$ cat config.mk
export PLATFORM = sky130hd
export DESIGN_NAME = vrf_read_port_scheduler
export DESIGN_NICKNAME = d
export VERILOG_FILES = /design/src/rtl/vrf_read_port_scheduler.sv
export SDC_FILE = /design/constraint.sdc
export NUM_CORES = 1
export LEC_CHECK = 0
export BUFFER_PORTS_ARGS = -buffer_cell sky130_fd_sc_hd__buf_2
export CORE_ASPECT_RATIO = 1.75
export CORE_MARGIN = 2
export CORE_UTILIZATION = 61
export CTS_BUF_LIST = sky130_fd_sc_hd__clkbuf_8
export CTS_CLUSTER_DIAMETER = 60
export DETAILED_ROUTE_END_ITERATION = 8
export GPL_TIMING_DRIVEN = 0
export MAX_ROUTING_LAYER = met4
export PLACE_DENSITY = 0.88
export SLEW_MARGIN = 0
export SYNTH_ARGS = -nofsm -noshare
export SYNTH_HDL_FRONTEND = slang
export SYNTH_SLANG_ARGS = --single-unit
$ cat constraint.sdc
create_clock -name clock -period 7.35 [get_ports clock]
set_clock_uncertainty 0.2 [all_clocks]
set_input_delay 1.47 -clock clock [delete_from_list [all_inputs] [get_ports clock]]
set_output_delay 1.47 -clock clock [all_outputs]
set_load 0.02 [all_outputs]
$ cat src/rtl/vrf_read_port_scheduler.sv
// vrf_read_port_scheduler: round-robin sharing of one VRF read port with credit-backed per-requester response FIFOs
module vrf_read_port_scheduler #(
    parameter int NUM_PORTS    = 4,
    parameter int DATA_W       = 32,
    parameter int READ_LATENCY = 2,
    parameter int CREDITS      = 2
) (
    input  logic                        clock,
    input  logic                        reset,
    input  logic [NUM_PORTS-1:0]        io_req_valid,
    output logic [NUM_PORTS-1:0]        io_req_ready,
    input  logic [NUM_PORTS*5-1:0]      io_req_vs,
    input  logic [NUM_PORTS*4-1:0]      io_req_offset,
    input  logic [NUM_PORTS*3-1:0]      io_req_instructionIndex,
    output logic                        io_vrf_read_valid,
    input  logic                        io_vrf_read_ready,
    output logic [4:0]                  io_vrf_read_vs,
    output logic [3:0]                  io_vrf_read_offset,
    output logic [2:0]                  io_vrf_read_instructionIndex,
    input  logic [DATA_W-1:0]           io_vrf_read_data,
    output logic [NUM_PORTS-1:0]        io_resp_valid,
    input  logic [NUM_PORTS-1:0]        io_resp_ready,
    output logic [NUM_PORTS*DATA_W-1:0] io_resp_data
);
    localparam int IDW = $clog2(NUM_PORTS);
    localparam int CW  = $clog2(CREDITS + 1);
    localparam int PW  = CREDITS > 1 ? $clog2(CREDITS) : 1;
    localparam logic [CW-1:0] CREDIT_MAX = CW'(CREDITS);
    localparam logic [PW-1:0] PTR_LAST   = PW'(CREDITS - 1);

    logic [IDW-1:0]       last_grant;
    logic [IDW-1:0]       winner;
    logic [IDW-1:0]       cand;
    logic [CW-1:0]        credit [NUM_PORTS];
    logic [NUM_PORTS-1:0] eligible;
    logic [NUM_PORTS-1:0] grant;
    logic [NUM_PORTS-1:0] push;
    logic [NUM_PORTS-1:0] pop;
    logic                 fire;
    logic                 trk_valid [READ_LATENCY];
    logic [IDW-1:0]       trk_id [READ_LATENCY];
    logic [DATA_W-1:0]    mem [NUM_PORTS][CREDITS];
    logic [PW-1:0]        rd_ptr [NUM_PORTS];
    logic [PW-1:0]        wr_ptr [NUM_PORTS];
    logic [CW-1:0]        count [NUM_PORTS];

    // A requester competes only with a free response slot; nothing competes while reset is held
    always_comb begin
        for (int i = 0; i < NUM_PORTS; i++)
            eligible[i] = reset & io_req_valid[i] & (credit[i] != '0);
    end

    // Round-robin search from last_grant+1; scanning downward lets the nearest candidate win
    always_comb begin
        winner = '0;
        cand   = '0;
        for (int k = NUM_PORTS; k >= 1; k--) begin
            cand = IDW'((int'(last_grant) + k) % NUM_PORTS);
            if (eligible[cand])
                winner = cand;
        end
        grant = '0;
        if (|eligible)
            grant[winner] = 1'b1;
    end

    assign io_vrf_read_valid = |eligible;
    assign fire              = io_vrf_read_valid & io_vrf_read_ready;
    assign io_req_ready      = grant & {NUM_PORTS{io_vrf_read_ready}};

    // Steer the winner's address and tag onto the VRF port, zero when idle
    always_comb begin
        io_vrf_read_vs               = '0;
        io_vrf_read_offset           = '0;
        io_vrf_read_instructionIndex = '0;
        for (int i = 0; i < NUM_PORTS; i++) begin
            if (grant[i]) begin
                io_vrf_read_vs               = io_req_vs[i*5 +: 5];
                io_vrf_read_offset           = io_req_offset[i*4 +: 4];
                io_vrf_read_instructionIndex = io_req_instructionIndex[i*3 +: 3];
            end
        end
    end

    // Returned data lands in the FIFO of whichever requester reaches the end of the tracker
    always_comb begin
        for (int i = 0; i < NUM_PORTS; i++) begin
            push[i]          = trk_valid[READ_LATENCY-1] & (trk_id[READ_LATENCY-1] == IDW'(i));
            io_resp_valid[i] = count[i] != '0;
            pop[i]           = io_resp_valid[i] & io_resp_ready[i];
            io_resp_data[i*DATA_W +: DATA_W] = io_resp_valid[i] ? mem[i][rd_ptr[i]] : '0;
        end
    end

    // Pointer only moves on an actual fire so a stalled winner keeps its priority
    always_ff @(posedge clock or negedge reset) begin
        if (!reset)
            last_grant <= IDW'(NUM_PORTS - 1);
        else if (fire)
            last_grant <= winner;
    end

    // Fixed-latency tracker of in-flight reads; reset drops anything still in the VRF pipe
    always_ff @(posedge clock or negedge reset) begin
        if (!reset) begin
            for (int s = 0; s < READ_LATENCY; s++) begin
                trk_valid[s] <= 1'b0;
                trk_id[s]    <= '0;
            end
        end else begin
            trk_valid[0] <= fire;
            trk_id[0]    <= winner;
            for (int s = 1; s < READ_LATENCY; s++) begin
                trk_valid[s] <= trk_valid[s-1];
                trk_id[s]    <= trk_id[s-1];
            end
        end
    end

    // Credits count free response slots: spent on accept, returned on pop
    always_ff @(posedge clock or negedge reset) begin
        if (!reset) begin
            for (int i = 0; i < NUM_PORTS; i++)
                credit[i] <= CREDIT_MAX;
        end else begin
            for (int i = 0; i < NUM_PORTS; i++)
                credit[i] <= credit[i] - CW'(io_req_ready[i]) + CW'(pop[i]);
        end
    end

    // FIFO pointers and occupancy per requester
    always_ff @(posedge clock or negedge reset) begin
        if (!reset) begin
            for (int i = 0; i < NUM_PORTS; i++) begin
                rd_ptr[i] <= '0;
                wr_ptr[i] <= '0;
                count[i]  <= '0;
            end
        end else begin
            for (int i = 0; i < NUM_PORTS; i++) begin
                if (push[i])
                    wr_ptr[i] <= wr_ptr[i] == PTR_LAST ? '0 : wr_ptr[i] + 1'b1;
                if (pop[i])
                    rd_ptr[i] <= rd_ptr[i] == PTR_LAST ? '0 : rd_ptr[i] + 1'b1;
                count[i] <= count[i] + CW'(push[i]) - CW'(pop[i]);
            end
        end
    end

    // FIFO storage needs no reset since occupancy gates the visible head
    always_ff @(posedge clock) begin
        for (int i = 0; i < NUM_PORTS; i++)
            if (push[i])
                mem[i][wr_ptr[i]] <= io_vrf_read_data;
    end

    // Credit bookkeeping must keep the return path free of overflow
    always_ff @(posedge clock) begin
        if (reset) begin
            for (int i = 0; i < NUM_PORTS; i++) begin
                assert (credit[i] <= CREDIT_MAX);
                assert (!(push[i] && !pop[i] && count[i] == CREDIT_MAX));
            end
        end
    end
endmodule

==> results of run 1 <==
-- critical path: stages --
cell and delay [ns]:
buf_2 0.61, o211ai_1 0.36, a22oi_1 0.27, o32ai_2 0.15, buf_6 0.18, a221oi_1 0.74, o2bb2ai_1 0.19, buf_2 0.20
-- layout by cell type (no fill, tap or decap), types with 2 or more instances in the layout --
| cell type | count |
|---|---|
| clkinv_2 | 4 |
| buf_2 | 253 |
| bufinv_16 | 2 |
| xnor2_1 | 21 |
| a221oi_1 | 12 |
| nor2_1 | 148 |
| buf_6 | 8 |
| clkbuf_1 | 18 |
| o21a_1 | 2 |
| nor3_2 | 4 |
| o21ai_0 | 2 |
| edfxtp_1 | 256 |
| a21oi_1 | 4 |
| o211ai_1 | 3 |
| clkbuf_8 | 39 |
| nand3_1 | 2 |
| mux2i_1 | 128 |
| clkinvlp_4 | 2 |
| nand2_1 | 10 |
| o211ai_2 | 2 |
| buf_16 | 2 |
| xor2_1 | 3 |
| and2_1 | 3 |
| and2_2 | 4 |
| o211a_1 | 2 |
| inv_1 | 39 |
| o2bb2ai_1 | 12 |
| clkinv_1 | 5 |
| dfstp_2 | 6 |
| a211oi_1 | 2 |
| dfrtp_1 | 26 |
| ha_1 | 16 |
-- cell usage after synthesis --
cell	number	area (um2)
a221oi_1	12	105.1
nand2_1	10	37.54
nor2_2	1	6.260
nor2b_1	2	12.51
nand3_1	2	10.01
a22oi_1	1	7.510
mux2i_1	128	1281
a2111oi_4	1	27.53
o2111ai_1	1	8.760
edfxtp_1	256	7687
and2_1	7	43.79
a21oi_2	1	8.760
a21oi_1	4	20.02
nor3_2	2	20.02
xnor2_1	21	183.9
buf_6	2	22.52
o32ai_2	1	16.27
o2bb2ai_1	12	105.1
a21boi_0	1	7.510
o21a_1	2	15.01
nor3b_1	1	7.510
clkbuf_1	18	67.56
a211oi_1	2	15.01
buf_2	14	70.07
ha_1	16	200.2
nor3_1	2	10.01
nor2_1	149	559.3
buf_4	1	7.510
xor2_1	3	26.28
o211ai_2	2	25.02
o31ai_1	1	7.510
a211o_1	1	8.760
nand4_1	1	6.260
o211ai_1	3	22.52
dfstp_2	6	157.7
o21ai_0	2	10.01
dfrtp_1	26	650.6
or2_2	1	6.260
o211a_1	2	20.02
inv_1	23	86.33
-- power groups by stage --
| stage | combinational, uW | clock (uW) | sequential, uW |
|---|---|---|---|
| 2_1_floorplan | 1550 | 0 | 2120 |
| 3_3_place_gp | 2300 | 0 | 2140 |
| 3_5_place_dp | 2380 | 0 | 2150 |
| 4_1_cts | 2390 | 1140 | 2120 |
| 5_1_grt | 2540 | 1200 | 2140 |
| 6_report | 2380 | 1120 | 2120 |
-- logic make-up (layout without fill, tap and decap cells) --
group                    Yosys count  count (layout)  synth area share
flip-flops                       288             288            0.7329
AND/OR/NAND/NOR                  178             178           0.06207
multiplexers                     128             128            0.1105
buffers and inverters             58             375           0.02191
AO/OA/AOI/OAI                     49              49           0.03713
XOR/XNOR                          24              24           0.01814
adder cells (fa/ha/maj)           16              16           0.01727
other                              0               1                 0
-- metrics by stage --
stage / hold WS (ns) / power (uW)
floorplan: 0.1312 / 3671
global placement: 0.1368 / 4437
detailed placement: 0.1372 / 4531
CTS: 0.1521 / 5645
global route: 0.1662 / 5877
finish: 0.1508 / 5621
-- sequential cells by signal, summed over array words and instances (netlist names) --
register and flops:
trk_id 4, mem 256, wr_ptr 4, count 8
last_grant 2, credit 8, trk_valid 2, rd_ptr 4
-- area by class of cell --
class / instances / area (um2) / area share
Multi-Input combinational cell: 395 / 2872 / 0.2054
Sequential cell: 288 / 8496 / 0.6076
Inverter: 23 / 86.33 / 0.006174
Antenna cell: 1 / 2.502 / 0.0001790
Clock buffer: 39 / 536.8 / 0.03839
Clock inverter: 30 / 185.2 / 0.01324
Buffer: 35 / 167.7 / 0.01199
Tap cell: 238 / 297.8 / 0.02130
Timing Repair Buffer: 248 / 1339 / 0.09575
-- metal layers --
layer | up-vias | GRT usage | share of wire
li1 | 3301 | - | -
met1 | 3530 | 0.2896 | 0.33
met2 | 359 | 0.4988 | 0.54
met3 | 101 | 0.05204 | 0.071
met4 | 0 | 0.1746 | 0.059
met5 | - | - | 0
-- worst min path at each step --
stage / startpoint / end / slack (ns) / depth (start not counted)
3_3_place_gp: trk_id[3] / trk_id[1] / 0.14 / 0
3_5_place_dp: trk_id[2] / trk_id[0] / 0.14 / 0
6_report: trk_id[2] / trk_id[0] / 0.15 / 0
2_1_floorplan: trk_id[2] / trk_id[0] / 0.13 / 0
5_1_grt: trk_id[2] / trk_id[0] / 0.17 / 0
4_1_cts: trk_id[2] / trk_id[0] / 0.15 / 0
==> run metrics, run 1 <==
finished layout cell area approximately 14000 um2; number of global-route vias before repair 7769; beginning of the critical path reset; CTS clock-pin slew for the worst setup and hold paths 0.07 ns; RR Startpoint credit[5]; Setup Slack @ Placement 1.690 ns; area of the core 18580 um2; later-pin clock latency in the skew report 0.50 ns; mean post-synth cell area roughly 16 um2; final period utilization 0.7979; layout overhead on the synthesized area 20.63%; drt pass-1 iters 5; GR Util All Layers 0.2859; Setup CP Type input pin to output port; fin worst setup slack 1.485 ns; Post CTS Setup Buffer Count 0; initial antenna violation count 1; Cells after Synth 741; initial core utilization 0.6238; Worst slew margin 0.3780; TNS Setup 0 ns; post-route ant nets 0; H-Tree Depth 2; I/O Buffers about 240; Clock Path Buffers 3; CP startpoint kind input pin; Core Util, Final 0.7525; via count of the routed design 7291; root buffer cell clkbuf_8; crit path DAT 4.19 ns; sequential share of power 0.377; CP Capture Point io_vrf_read_vs[3]; Post-Syn Area around 12000 um2; Yosys Warn Count 0; Routed WL 27.67 mm; TritonCTS clock tree done; I/O pins 240; total CTS buffers 38; vias per inst 5.621; Layout Nets between 1000 and 1500; Hold-fix buffers, CTS 0; maxcap violations 0; Sink Count around 290; fill count 1175; post-CTS sizing 0; die area ~20000 um2; Power Density 402.0 nW/um2; maximum vdd drop 0.3193 mV; Peak Freq 170.5 MHz; Yosys cell types 40; crit path max fanout 39; # setup viols final 0; Die Width 108.2 um; crit end category output port; switching power 2241 uW; Cell Count Post-Placement approximately 1200; post-layout min period 5.865 ns; switch share 0.3987; total grt overflow 0; Placement Cell Area 13260 um2; sequential share of the synthesized area 0.7329; hpwl dp 19.39 mm; Least-Margin Pin Slew between 0.9 and 1 ns; Die H 186.4 um; R2R depth 10; Critical Path RT 5.68 ns; largest net degree at the start of global routing 40; layout cells sized above 1 0.3176; P_int 3380 uW; outcome completed; RD Place Congestion between 0.8 and 0.9; first-pass GRT wire length 41.19 mm; Pleak between 0.005 and 0.006 uW; Hold Path Class register to register; drt wl/cell 21.34 um; R2R Setup Slk ~4.5 ns; initial detailed-routing violation count 453; FP Rows 66; clock power share 0.199; Non-Filler Instances approximately 1300; combinational power share 0.424; Hold Fails Final Rpt 0; RSZ-0062 raised after global routing false; Synthesized Nets approximately 850; R2R Path End credit[1]; flops & latches, synth 288; DR DRC count 0; max-slew violations 0
Note: power is estimated with default switching activity, not from simulation.
==> run 2, diff against run 1 <==
- CORE_UTILIZATION: 61 -> 57
- PLACE_DENSITY: 0.88 -> 0.83
- clock period: 7.35 -> 5.6 ns (I/O delays scaled with it)
==> run 2 against run 1 <==
Final cell count grew 1.2%. Highest routed layer unchanged. Via count is 1.9% lower. Combinational power increased by 31%. Sequential share of layout area decreased by 0.14 points. Register-to-register slack got worse by 1.8 ns. Wire length is 2.8% lower.
==> run metrics, run 2 (synthesized netlist as in run 1, its figures left out) <==
layout overhead on the synthesized area 20.90%; root buffer cell clkbuf_8; H-Tree Depth 2; Critical Path RT 4.28 ns; outcome completed; RD Place Congestion 0.9016; later-pin clock latency in the skew report 0.51 ns; Placement Cell Area 13300 um2; Pleak slightly below 0.006 uW; P_int 4409 uW; Sink Count 288; GR Util All Layers 0.2514; drt wl/cell 20.51 um; Clock Path Buffers 3; initial detailed-routing violation count about 460; total grt overflow 0; GRT met1 Usage 0.2682; clock power share 0.198; post-route ant nets 0; area of the multi-input gates 2872 um2; total CTS buffers 39; vias per inst 5.449; initial core utilization 0.5762; Die H 192.6 um; Die Width between 100 and 150 um; Routed WL 26.91 mm; Layout Nets 1139; CTS clock-pin slew for the worst setup and hold paths 0.07 ns; max-slew violations 0; post-CTS sizing 0; # setup viols final 0; die area between 20000 and 25000 um2; grt peak-use layer met2; largest net degree at the start of global routing 40; via count of the routed design around 7100; Peak Freq 206.9 MHz; first-pass GRT wire length 39.12 mm; Least-Margin Pin Slew between 0.9 and 1 ns; TNS Setup 0 ns; final period utilization 0.8631; drt pass-1 iters 4; maxcap violations 0; Hold-fix buffers, CTS 0; crit end category output port; Hold Fails Final Rpt 0; combinational power share 0.425; TritonCTS clock tree done; Worst slew margin 0.3561; post-layout min period 4.833 ns; met3 GRT Util 0.03046; crit path max fanout 39; commonest non-fill, non-tap cell in the layout edfxtp_1; sequential share of power 0.377; fill count 1414; I/O pins 240; switch share 0.4002; initial antenna violation count 1; finished layout cell area 14010 um2; maximum vdd drop 0.3227 mV; DR DRC count 0; number of global-route vias before repair 7092; RSZ-0062 raised after global routing false; Setup CP Type input pin to output port; I/O Buffers 239; max reg flops between 200 and 300; Register Area between 8000 and 9000 um2; layout cells sized above 1 0.3180; area of the core 20120 um2; FP Rows 69; switching power about 2900 uW; Post CTS Setup Buffer Count 0; crit path DAT approximately 3.5 ns; Power Density roughly 520 nW/um2; most frequent cells in the layout edfxtp_1, buf_2, nor2_1, mux2i_1, clkbuf_8; total power between 7000 and 8000 uW; hpwl dp 18.40 mm; met2 GRT Util 0.4746; CP startpoint kind input pin; Hold Path Class register to register
-- run 2: per-stage QoR --
| step | hold WS (ns) | utilization | setup WS [ns] | std cells |
|---|---|---|---|---|
| finish | 0.1494 | 0.6966 | 0.7667 | 1312 |
| global route | 0.1521 | 0.6966 | 0.4895 | 1312 |
| CTS | 0.1502 | 0.6965 | 0.7456 | 1311 |
| detailed placement | 0.1358 | 0.6611 | 0.7572 | 1239 |
| global placement | 0.1328 | 0.6511 | 0.2958 | 1228 |
| floorplan | 0.1312 | - | 1.894 | 741 |
-- run 2: layout make-up --
class	instances	share of cell area
well taps	248	0.02214
clock buffers	40	0.03929
clock inverters	32	0.01152
plain buffers	35	0.01196
inverters	23	0.006161
diodes	1	0.0001786
flip-flops and latches	288	0.6063
multi-input cells	395	0.2049
repair buffers	250	0.09759
-- run 2: power by group through the flow --
| stage | registers, uW | logic [uW] | clock network [uW] |
|---|---|---|---|
| finish | 2770 | 3120 | 1460 |
| global route | 2790 | 3340 | 1580 |
| CTS | 2770 | 3160 | 1490 |
| detailed placement | 2810 | 3150 | 0 |
| global placement | 2810 | 3050 | 0 |
| floorplan | 2790 | 2030 | 0 |
-- run 2: critical path, cell delays in order --
cell       delay (ns)
buf_2            0.62
o211ai_1         0.40
a22oi_1          0.30
o32ai_2          0.17
buf_6            0.19
a221oi_1         0.39
o2bb2ai_1        0.12
buf_2            0.17
-- run 2: final timing paths --
| kind | slack [ns] | to | cells after the start | startpoint |
|---|---|---|---|---|
| max | 0.77 | io_vrf_read_vs[0] | 8 | reset |
| min | 0.15 | trk_valid[0] | 0 | trk_valid[1] |
| max reg2reg | 2.71 | credit[1] | 10 | credit[5] |
| min reg2reg | 0.15 | trk_valid[0] | 0 | trk_valid[1] |
| max in group asynchronous | 4.18 | rd_ptr[0] | 1 | reset |
| min in group asynchronous | 0.50 | credit[0] | 1 | reset |
-- run 2: routing by layer --
metal	part of all wire	vias to the layer above
met5	0	-
met4	0.033	0
met3	0.056	61
met2	0.56	303
met1	0.35	3467
li1	-	3318
